File: src/rtl/board_move_controller_if.sv
// Player-command and board-status bundle between input logic, the board controller and the screen drawer.
// master drives the command pulses and observes the board; slave is the controller.
interface board_move_controller_if;
  logic                 move_left;
  logic                 move_right;
  logic                 drop;
  logic                 frame_start;
  logic [0:5][0:6][1:0] tiles;
  logic [2:0]           cursor_col;
  logic [1:0]           cur_player;
  logic                 busy;
  logic                 move_done;
  logic                 reject;
  logic                 board_full;
  logic [5:0]           move_count;
  logic                 timeout;

  modport master (
    output move_left, move_right, drop, frame_start,
    input  tiles, cursor_col, cur_player, busy, move_done, reject,
           board_full, move_count, timeout
  );

  modport slave (
    input  move_left, move_right, drop, frame_start,
    output tiles, cursor_col, cur_player, busy, move_done, reject,
           board_full, move_count, timeout
  );
endinterface

File: src/rtl/board_move_controller.sv
// Connect-4 board owner: cursor, column scan (1-6 cycles) and commit on the next frame_start; all outputs registered.
// Commands arriving while busy or full are dropped, never queued. Optional turn auto-pass timer: TURN_TIMER_EN.
module board_move_controller #(
  parameter int START_COL    = 3,
  parameter int FIRST_PLAYER = 1
`ifdef TURN_TIMER_EN
  ,
  parameter int TURN_FRAMES  = 600
`endif
) (
  input  logic                    clk,
  input  logic                    rst_n,
  board_move_controller_if.slave  bus
);

  typedef enum logic [1:0] {IDLE, SCAN, WAIT_FRAME, FULL} state_t;
  typedef logic [0:5][0:6][1:0] board_t;

  localparam logic [2:0] START_C    = 3'(START_COL);
  localparam logic [1:0] FIRST_P    = 2'(FIRST_PLAYER);
  localparam logic [2:0] LAST_COL   = 3'd6;
  localparam logic [2:0] BOTTOM_ROW = 3'd5;
  localparam logic [5:0] LAST_MOVE  = 6'd41;

  state_t     state_q, state_d;
  board_t     tiles_q, tiles_d;
  logic [2:0] cursor_q, cursor_d;
  logic [2:0] col_q, col_d;
  logic [2:0] row_q, row_d;
  logic [1:0] player_q, player_d;
  logic [5:0] count_q, count_d;
  logic       busy_q, busy_d;
  logic       move_done_q, move_done_d;
  logic       reject_q, reject_d;
  logic       full_q, full_d;

`ifdef TURN_TIMER_EN
  localparam int FCW = (TURN_FRAMES > 1) ? $clog2(TURN_FRAMES) : 1;
  localparam logic [FCW-1:0] FC_LAST = FCW'(TURN_FRAMES - 1);

  logic [FCW-1:0] fcnt_q, fcnt_d;
  logic           timeout_q, timeout_d;
`endif

  function automatic logic [1:0] other_player(input logic [1:0] p);
    return (p == 2'd1) ? 2'd2 : 2'd1;
  endfunction

  always_comb begin
    state_d     = state_q;
    tiles_d     = tiles_q;
    cursor_d    = cursor_q;
    col_d       = col_q;
    row_d       = row_q;
    player_d    = player_q;
    count_d     = count_q;
    full_d      = full_q;
    move_done_d = 1'b0;
    reject_d    = 1'b0;
`ifdef TURN_TIMER_EN
    fcnt_d      = fcnt_q;
    timeout_d   = 1'b0;
`endif

    case (state_q)
      IDLE: begin
        if (bus.drop) begin
          col_d   = cursor_q;
          row_d   = BOTTOM_ROW;
          state_d = SCAN;
        end else begin
          if (bus.move_left && !bus.move_right && cursor_q != 3'd0) begin
            cursor_d = cursor_q - 3'd1;
          end else if (bus.move_right && !bus.move_left && cursor_q != LAST_COL) begin
            cursor_d = cursor_q + 3'd1;
          end
`ifdef TURN_TIMER_EN
          // Auto-pass overrides any cursor move in the same cycle.
          if (bus.frame_start) begin
            if (fcnt_q == FC_LAST) begin
              player_d  = other_player(player_q);
              cursor_d  = START_C;
              timeout_d = 1'b1;
              fcnt_d    = '0;
            end else begin
              fcnt_d = fcnt_q + 1'b1;
            end
          end
`endif
        end
      end

      SCAN: begin
        if (tiles_q[row_q][col_q] == 2'd0) begin
          state_d = WAIT_FRAME;
        end else if (row_q == 3'd0) begin
          reject_d = 1'b1;
          state_d  = IDLE;
        end else begin
          row_d = row_q - 3'd1;
        end
      end

      WAIT_FRAME: begin
        if (bus.frame_start) begin
          tiles_d[row_q][col_q] = player_q;
          count_d     = count_q + 6'd1;
          player_d    = other_player(player_q);
          cursor_d    = START_C;
          move_done_d = 1'b1;
`ifdef TURN_TIMER_EN
          fcnt_d      = '0;
`endif
          if (count_q == LAST_MOVE) begin
            full_d  = 1'b1;
            state_d = FULL;
          end else begin
            state_d = IDLE;
          end
        end
      end

      FULL: begin
        state_d = FULL;
      end

      default: begin
        state_d = IDLE;
      end
    endcase

    busy_d = (state_d == SCAN) || (state_d == WAIT_FRAME);
  end

  always_ff @(posedge clk or negedge rst_n) begin
    if (!rst_n) begin
      state_q     <= IDLE;
      tiles_q     <= '0;
      cursor_q    <= START_C;
      col_q       <= '0;
      row_q       <= '0;
      player_q    <= FIRST_P;
      count_q     <= '0;
      busy_q      <= 1'b0;
      move_done_q <= 1'b0;
      reject_q    <= 1'b0;
      full_q      <= 1'b0;
    end else begin
      state_q     <= state_d;
      tiles_q     <= tiles_d;
      cursor_q    <= cursor_d;
      col_q       <= col_d;
      row_q       <= row_d;
      player_q    <= player_d;
      count_q     <= count_d;
      busy_q      <= busy_d;
      move_done_q <= move_done_d;
      reject_q    <= reject_d;
      full_q      <= full_d;
    end
  end

`ifdef TURN_TIMER_EN
  always_ff @(posedge clk or negedge rst_n) begin
    if (!rst_n) begin
      fcnt_q    <= '0;
      timeout_q <= 1'b0;
    end else begin
      fcnt_q    <= fcnt_d;
      timeout_q <= timeout_d;
    end
  end

  assign bus.timeout = timeout_q;
`else
  assign bus.timeout = 1'b0;
`endif

  assign bus.tiles      = tiles_q;
  assign bus.cursor_col = cursor_q;
  assign bus.cur_player = player_q;
  assign bus.busy       = busy_q;
  assign bus.move_done  = move_done_q;
  assign bus.reject     = reject_q;
  assign bus.board_full = full_q;
  assign bus.move_count = count_q;

endmodule

File: src/flat_wrapper.sv
// flat-port wrapper written by rule: the top's interface ports become plain ports
module board_move_controller_flat 
#(
  parameter int START_COL    = 3,
  parameter int FIRST_PLAYER = 1

)
  (clk, rst_n, bus_move_left, bus_move_right, bus_drop, bus_frame_start, bus_tiles, bus_cursor_col, bus_cur_player, bus_busy, bus_move_done, bus_reject, bus_board_full, bus_move_count, bus_timeout);
  board_move_controller_if bus_i ();
  input  logic clk;
  input  logic rst_n;
  input wire logic [$bits(bus_i.move_left)-1:0] bus_move_left;
  input wire logic [$bits(bus_i.move_right)-1:0] bus_move_right;
  input wire logic [$bits(bus_i.drop)-1:0] bus_drop;
  input wire logic [$bits(bus_i.frame_start)-1:0] bus_frame_start;
  output wire logic [$bits(bus_i.tiles)-1:0] bus_tiles;
  output wire logic [$bits(bus_i.cursor_col)-1:0] bus_cursor_col;
  output wire logic [$bits(bus_i.cur_player)-1:0] bus_cur_player;
  output wire logic [$bits(bus_i.busy)-1:0] bus_busy;
  output wire logic [$bits(bus_i.move_done)-1:0] bus_move_done;
  output wire logic [$bits(bus_i.reject)-1:0] bus_reject;
  output wire logic [$bits(bus_i.board_full)-1:0] bus_board_full;
  output wire logic [$bits(bus_i.move_count)-1:0] bus_move_count;
  output wire logic [$bits(bus_i.timeout)-1:0] bus_timeout;
  assign bus_i.move_left = bus_move_left;
  assign bus_i.move_right = bus_move_right;
  assign bus_i.drop = bus_drop;
  assign bus_i.frame_start = bus_frame_start;
  assign bus_tiles = bus_i.tiles;
  assign bus_cursor_col = bus_i.cursor_col;
  assign bus_cur_player = bus_i.cur_player;
  assign bus_busy = bus_i.busy;
  assign bus_move_done = bus_i.move_done;
  assign bus_reject = bus_i.reject;
  assign bus_board_full = bus_i.board_full;
  assign bus_move_count = bus_i.move_count;
  assign bus_timeout = bus_i.timeout;
  board_move_controller #(.START_COL(START_COL), .FIRST_PLAYER(FIRST_PLAYER)) u_core (.clk(clk), .rst_n(rst_n), .bus(bus_i));
endmodule
File: config.mk
export PLATFORM = sky130hd
export DESIGN_NAME = board_move_controller_flat
export DESIGN_NICKNAME = d
export VERILOG_FILES = /design/src/rtl/board_move_controller_if.sv /design/src/rtl/board_move_controller.sv /design/src/flat_wrapper.sv
export SDC_FILE = /design/constraint.sdc
export NUM_CORES = 1
export LEC_CHECK = 0
export ABC_AREA = 1
export ABC_CLOCK_PERIOD_IN_PS = 3040
export CORE_ASPECT_RATIO = 1.1
export CORE_UTILIZATION = 57
export CTS_BUF_LIST = sky130_fd_sc_hd__clkbuf_4 sky130_fd_sc_hd__clkbuf_8
export DETAILED_ROUTE_END_ITERATION = 8
export PLACE_DENSITY = 0.87
export SYNTH_ARGS = -nofsm -noshare
export SYNTH_HDL_FRONTEND = slang
export SYNTH_SLANG_ARGS = --single-unit
File: constraint.sdc
create_clock -name clk -period 3.04 [get_ports clk]
set_input_delay 0.608 -clock clk [delete_from_list [all_inputs] [get_ports clk]]
set_output_delay 0.608 -clock clk [all_outputs]
set_load 0.01 [all_outputs]
==> results.json <==
{
  "routedWlPerCell_um": 16.8,
  "setup_violations": 0,
  "switchingPower_uw": 543,
  "async_reset_ff_share_pct": 100,
  "seqPwrFrac_pct": 57.7,
  "die_w_um": 93.1,
  "hold_buffers": 0,
  "synth.distinct_cells": 33,
  "postCtsSetupRepairBufs": 0,
  "fin_cells": 893,
  "p_leak_uw": 0.00304,
  "yosysTopAreaCellShare_pct": 50.0,
  "clk_path_buf_depth": 2,
  "cp_cell_sequence": "inv_2 -> nand3_1 -> inv_1 -> nand2_1 -> nand2_1 -> o21ai_1 -> nand2_1 -> nor2_1 -> nand3_2 -> nand2_1 -> nand2_1 -> nand2_1 -> nand2_1 -> nand2_1",
  "die_h_um": 102,
  "grt_util_all_layers_pct": 32.8,
  "ys_seq_area_share_pct": 51.6,
  "p_int_uw": 1950,
  "synth_nets": 677,
  "start_util_pct": 58.6,
  "clock_sinks": 107,
  "worst_pin_slew_ns": 0.617,
  "period_share_pct": 80.2,
  "clkPwrFrac_pct": 38.7,
  "cts_inserted_buffers": 9,
  "drc": 0,
  "cts_resized": 0,
  "cp-end-kind": "register",
  "grt_max_degree": 49,
  "synth_top_cell_by_area": "dfrtp_1",
  "cts.htree.levels": 3,
  "synthTopCellsByArea": "dfrtp_1 50%, nand2_1 17%, o21ai_0 9.2%, inv_1 4.3%, nor2_1 3.1%",
  "critPathTopFamily": "simple AND/OR/NAND/NOR gates",
  "root_buffer": "clkbuf_8",
  "drt-initial-drc-count": 512,
  "setup_ws_ns": 0.603,
  "path_max_fanout": 28,
  "final_nets": 785,
  "yosysWarnings": 0,
  "swShare_pct": 21.8,
  "power_density_nw_per_um2": 377,
  "gp_congestion": 0.924,
  "period_needed_ns": 2.44,
  "row_count": 36,
  "io_pins": 106,
  "syn_area_per_cell_um2": 7.81,
  "synthCells": 666,
  "antenna_found_initial": 0,
  "grt-ovfl-total": 0,
  "portBuffers": 104,
  "drv_cap": 0,
  "pre_cts_slack_ns": 0.453,
  "cts_tree": "built",
  "grt_pass1_vias": 4873,
  "antenna_left": 0,
  "dieArea_um2": 9510,
  "synthFlopType": "dfrtp_1",
  "ys_ff_latch": 107,
  "num_vias": 5127,
  "rsz0062_at_grt": "false",
  "clk_latency_ns": 0.38,
  "slew_headroom_pct": 58.9,
  "coreArea_um2": 8870,
  "path_clk_slew_ns": 0.11,
  "crit_cells": 14,
  "worst_hold_path_type": "in -> async",
  "cpMostUsedCell": "nand2_1",
  "antenna_cells": 0,
  "r2r.worst_path.cells": 14,
  "cp-start-kind": "register",
  "combPwrFrac_pct": 3.7,
  "first_pass_iters": 8,
  "cpMaxStageDelayCell": "inv_1",
  "critPathArrivalTime_ns": 2.71,
  "hold_viol_final": 0,
  "fmax_ghz": 0.410,
  "status": "finished, final reports clean",
  "synth-edff-count": 0,
  "critPathKind": "reg -> reg",
  "syn_to_final_growth_pct": 27.2,
  "drt-total-wl_um": 15000,
  "hpwl_um": 10700,
  "vdd_drop_max_mv": 0.271,
  "crit_buf_inv": 2,
  "required_ns": 3.31,
  "slew_viol_final": 0,
  "drive_above_1_share_pct": 6.55,
  "max_stage_delay_ns": 0.44,
  "synthesis.area_um2": 5200,
  "fin_setup_tns_ns": 0,
  "place_inst": 877,
  "grt_pass1_wl_um": 23600,
  "vias_per_cell": 5.74,
  "fin_skew_ns": 0.0139
}
## routing by layer
layer  track usage (%)  wire length, um
met1              40.6             5780
met2              55.5             7350
met3              5.28             1230
met4              17.8              593
met5                 0                0
## sequential cells by signal, indices dropped and copies added, names as in the netlist
name	count
u_core.bus.busy	1
u_core.row_q	3
u_core.bus.cursor_col	3
u_core.state_q	2
u_core.bus.reject	1
u_core.bus.board_full	1
u_core.bus.move_count	6
u_core.col_q	3
u_core.bus.move_done	1
u_core.bus.tiles	84
u_core.bus.cur_player	2
## stage by stage
stage	hold WS, ns	instance area (um2)	total power (uW)	utilization [%]
2_1_floorplan	0.312	5200	1500	-
3_3_place_gp	0.453	6390	1550	72.1
3_5_place_dp	0.473	6390	1560	72.1
4_1_cts	0.245	6620	2500	74.6
5_1_grt	0.281	6620	2570	74.6
6_report	0.228	6620	2490	74.6
## cells in the final DEF, fill, tap and decap left out
cell type | Yosys | routed
nand2_1 | 240 | 240
dfrtp_1 | 104 | 104
clkdlybuf4s50_1 | 0 | 103
o21ai_0 | 96 | 96
inv_1 | 59 | 59
nor2_1 | 43 | 43
nand3_1 | 31 | 31
buf_4 | 5 | 19
nand4_1 | 12 | 12
clkbuf_8 | 0 | 10
o21ai_1 | 6 | 6
a21oi_1 | 5 | 5
inv_2 | 4 | 4
nor3_1 | 4 | 4
o211ai_1 | 4 | 4
xor2_1 | 4 | 4
ha_1 | 4 | 4
or2_2 | 3 | 3
xnor2_1 | 3 | 3
dfstp_2 | 3 | 3
o21bai_1 | 2 | 2
o31ai_1 | 2 | 2
nor4_2 | 2 | 2
bufinv_16 | 0 | 2
clkinv_2 | 0 | 2
nor2_4 | 1 | 1
nor3_4 | 1 | 1
nand3_2 | 1 | 1
nor4_1 | 1 | 1
nand2_2 | 1 | 1
o311ai_0 | 1 | 1
a22oi_1 | 1 | 1
o22ai_1 | 1 | 1
fa_1 | 1 | 1
conb_1 | 1 | 1
clkbuf_4 | 0 | 1
clkinvlp_4 | 0 | 1
## layout make-up
cell class | count | area (um2)
Clock inverter | 5 | 77.6
Timing Repair Buffer | 122 | 1170
Multi-Input combinational cell | 471 | 2160
Fill cell | 669 | 2260
Clock buffer | 11 | 145
Sequential cell | 107 | 2680
Inverter | 63 | 236
Tap cell | 114 | 143
## Yosys cell counts, drive strengths merged (5+ instances only)
cell type,instances
a21oi,5
buf,14
clkbuf,11
dfrtp,104
inv,63
nand2,241
nand3,32
nand4,12
nor2,44
nor3,5
o21ai,102
## power by group through the flow
stage	Combinational, uW	Sequential (uW)	Clock (uW)
floorplan	28.6	1470	0
global placement	88.3	1460	0
detailed placement	92.1	1460	0
CTS	92.0	1440	971
global route	102	1440	1030
finish	91.3	1440	965
## final timing paths
path	start	end	slack, ns
max reg2reg	u_core.row_q[0]	u_core.bus.busy	0.60
min in group clk	u_core.bus.board_full	u_core.bus.board_full	0.49
min	rst_n	u_core.bus.tiles[23]	0.23
max in group asynchronous	rst_n	u_core.bus.tiles[57]	2.01
min reg2reg	u_core.bus.board_full	u_core.bus.board_full	0.49
max	u_core.row_q[0]	u_core.bus.busy	0.60
## logic make-up (layout without fill, tap and decap cells)
logic type,Yosys count,in the layout,share of synthesized area [%]
AO/OA/AOI/OAI,118,118,11.9
flip-flops,107,107,51.6
XOR/XNOR,7,7,1.18
buffers and inverters,88,201,6.93
AND/OR/NAND/NOR,340,340,27.0
other,1,1,0.0721
adder cells (fa/ha/maj),5,5,1.35
Note: power is estimated with default switching activity, not from simulation.
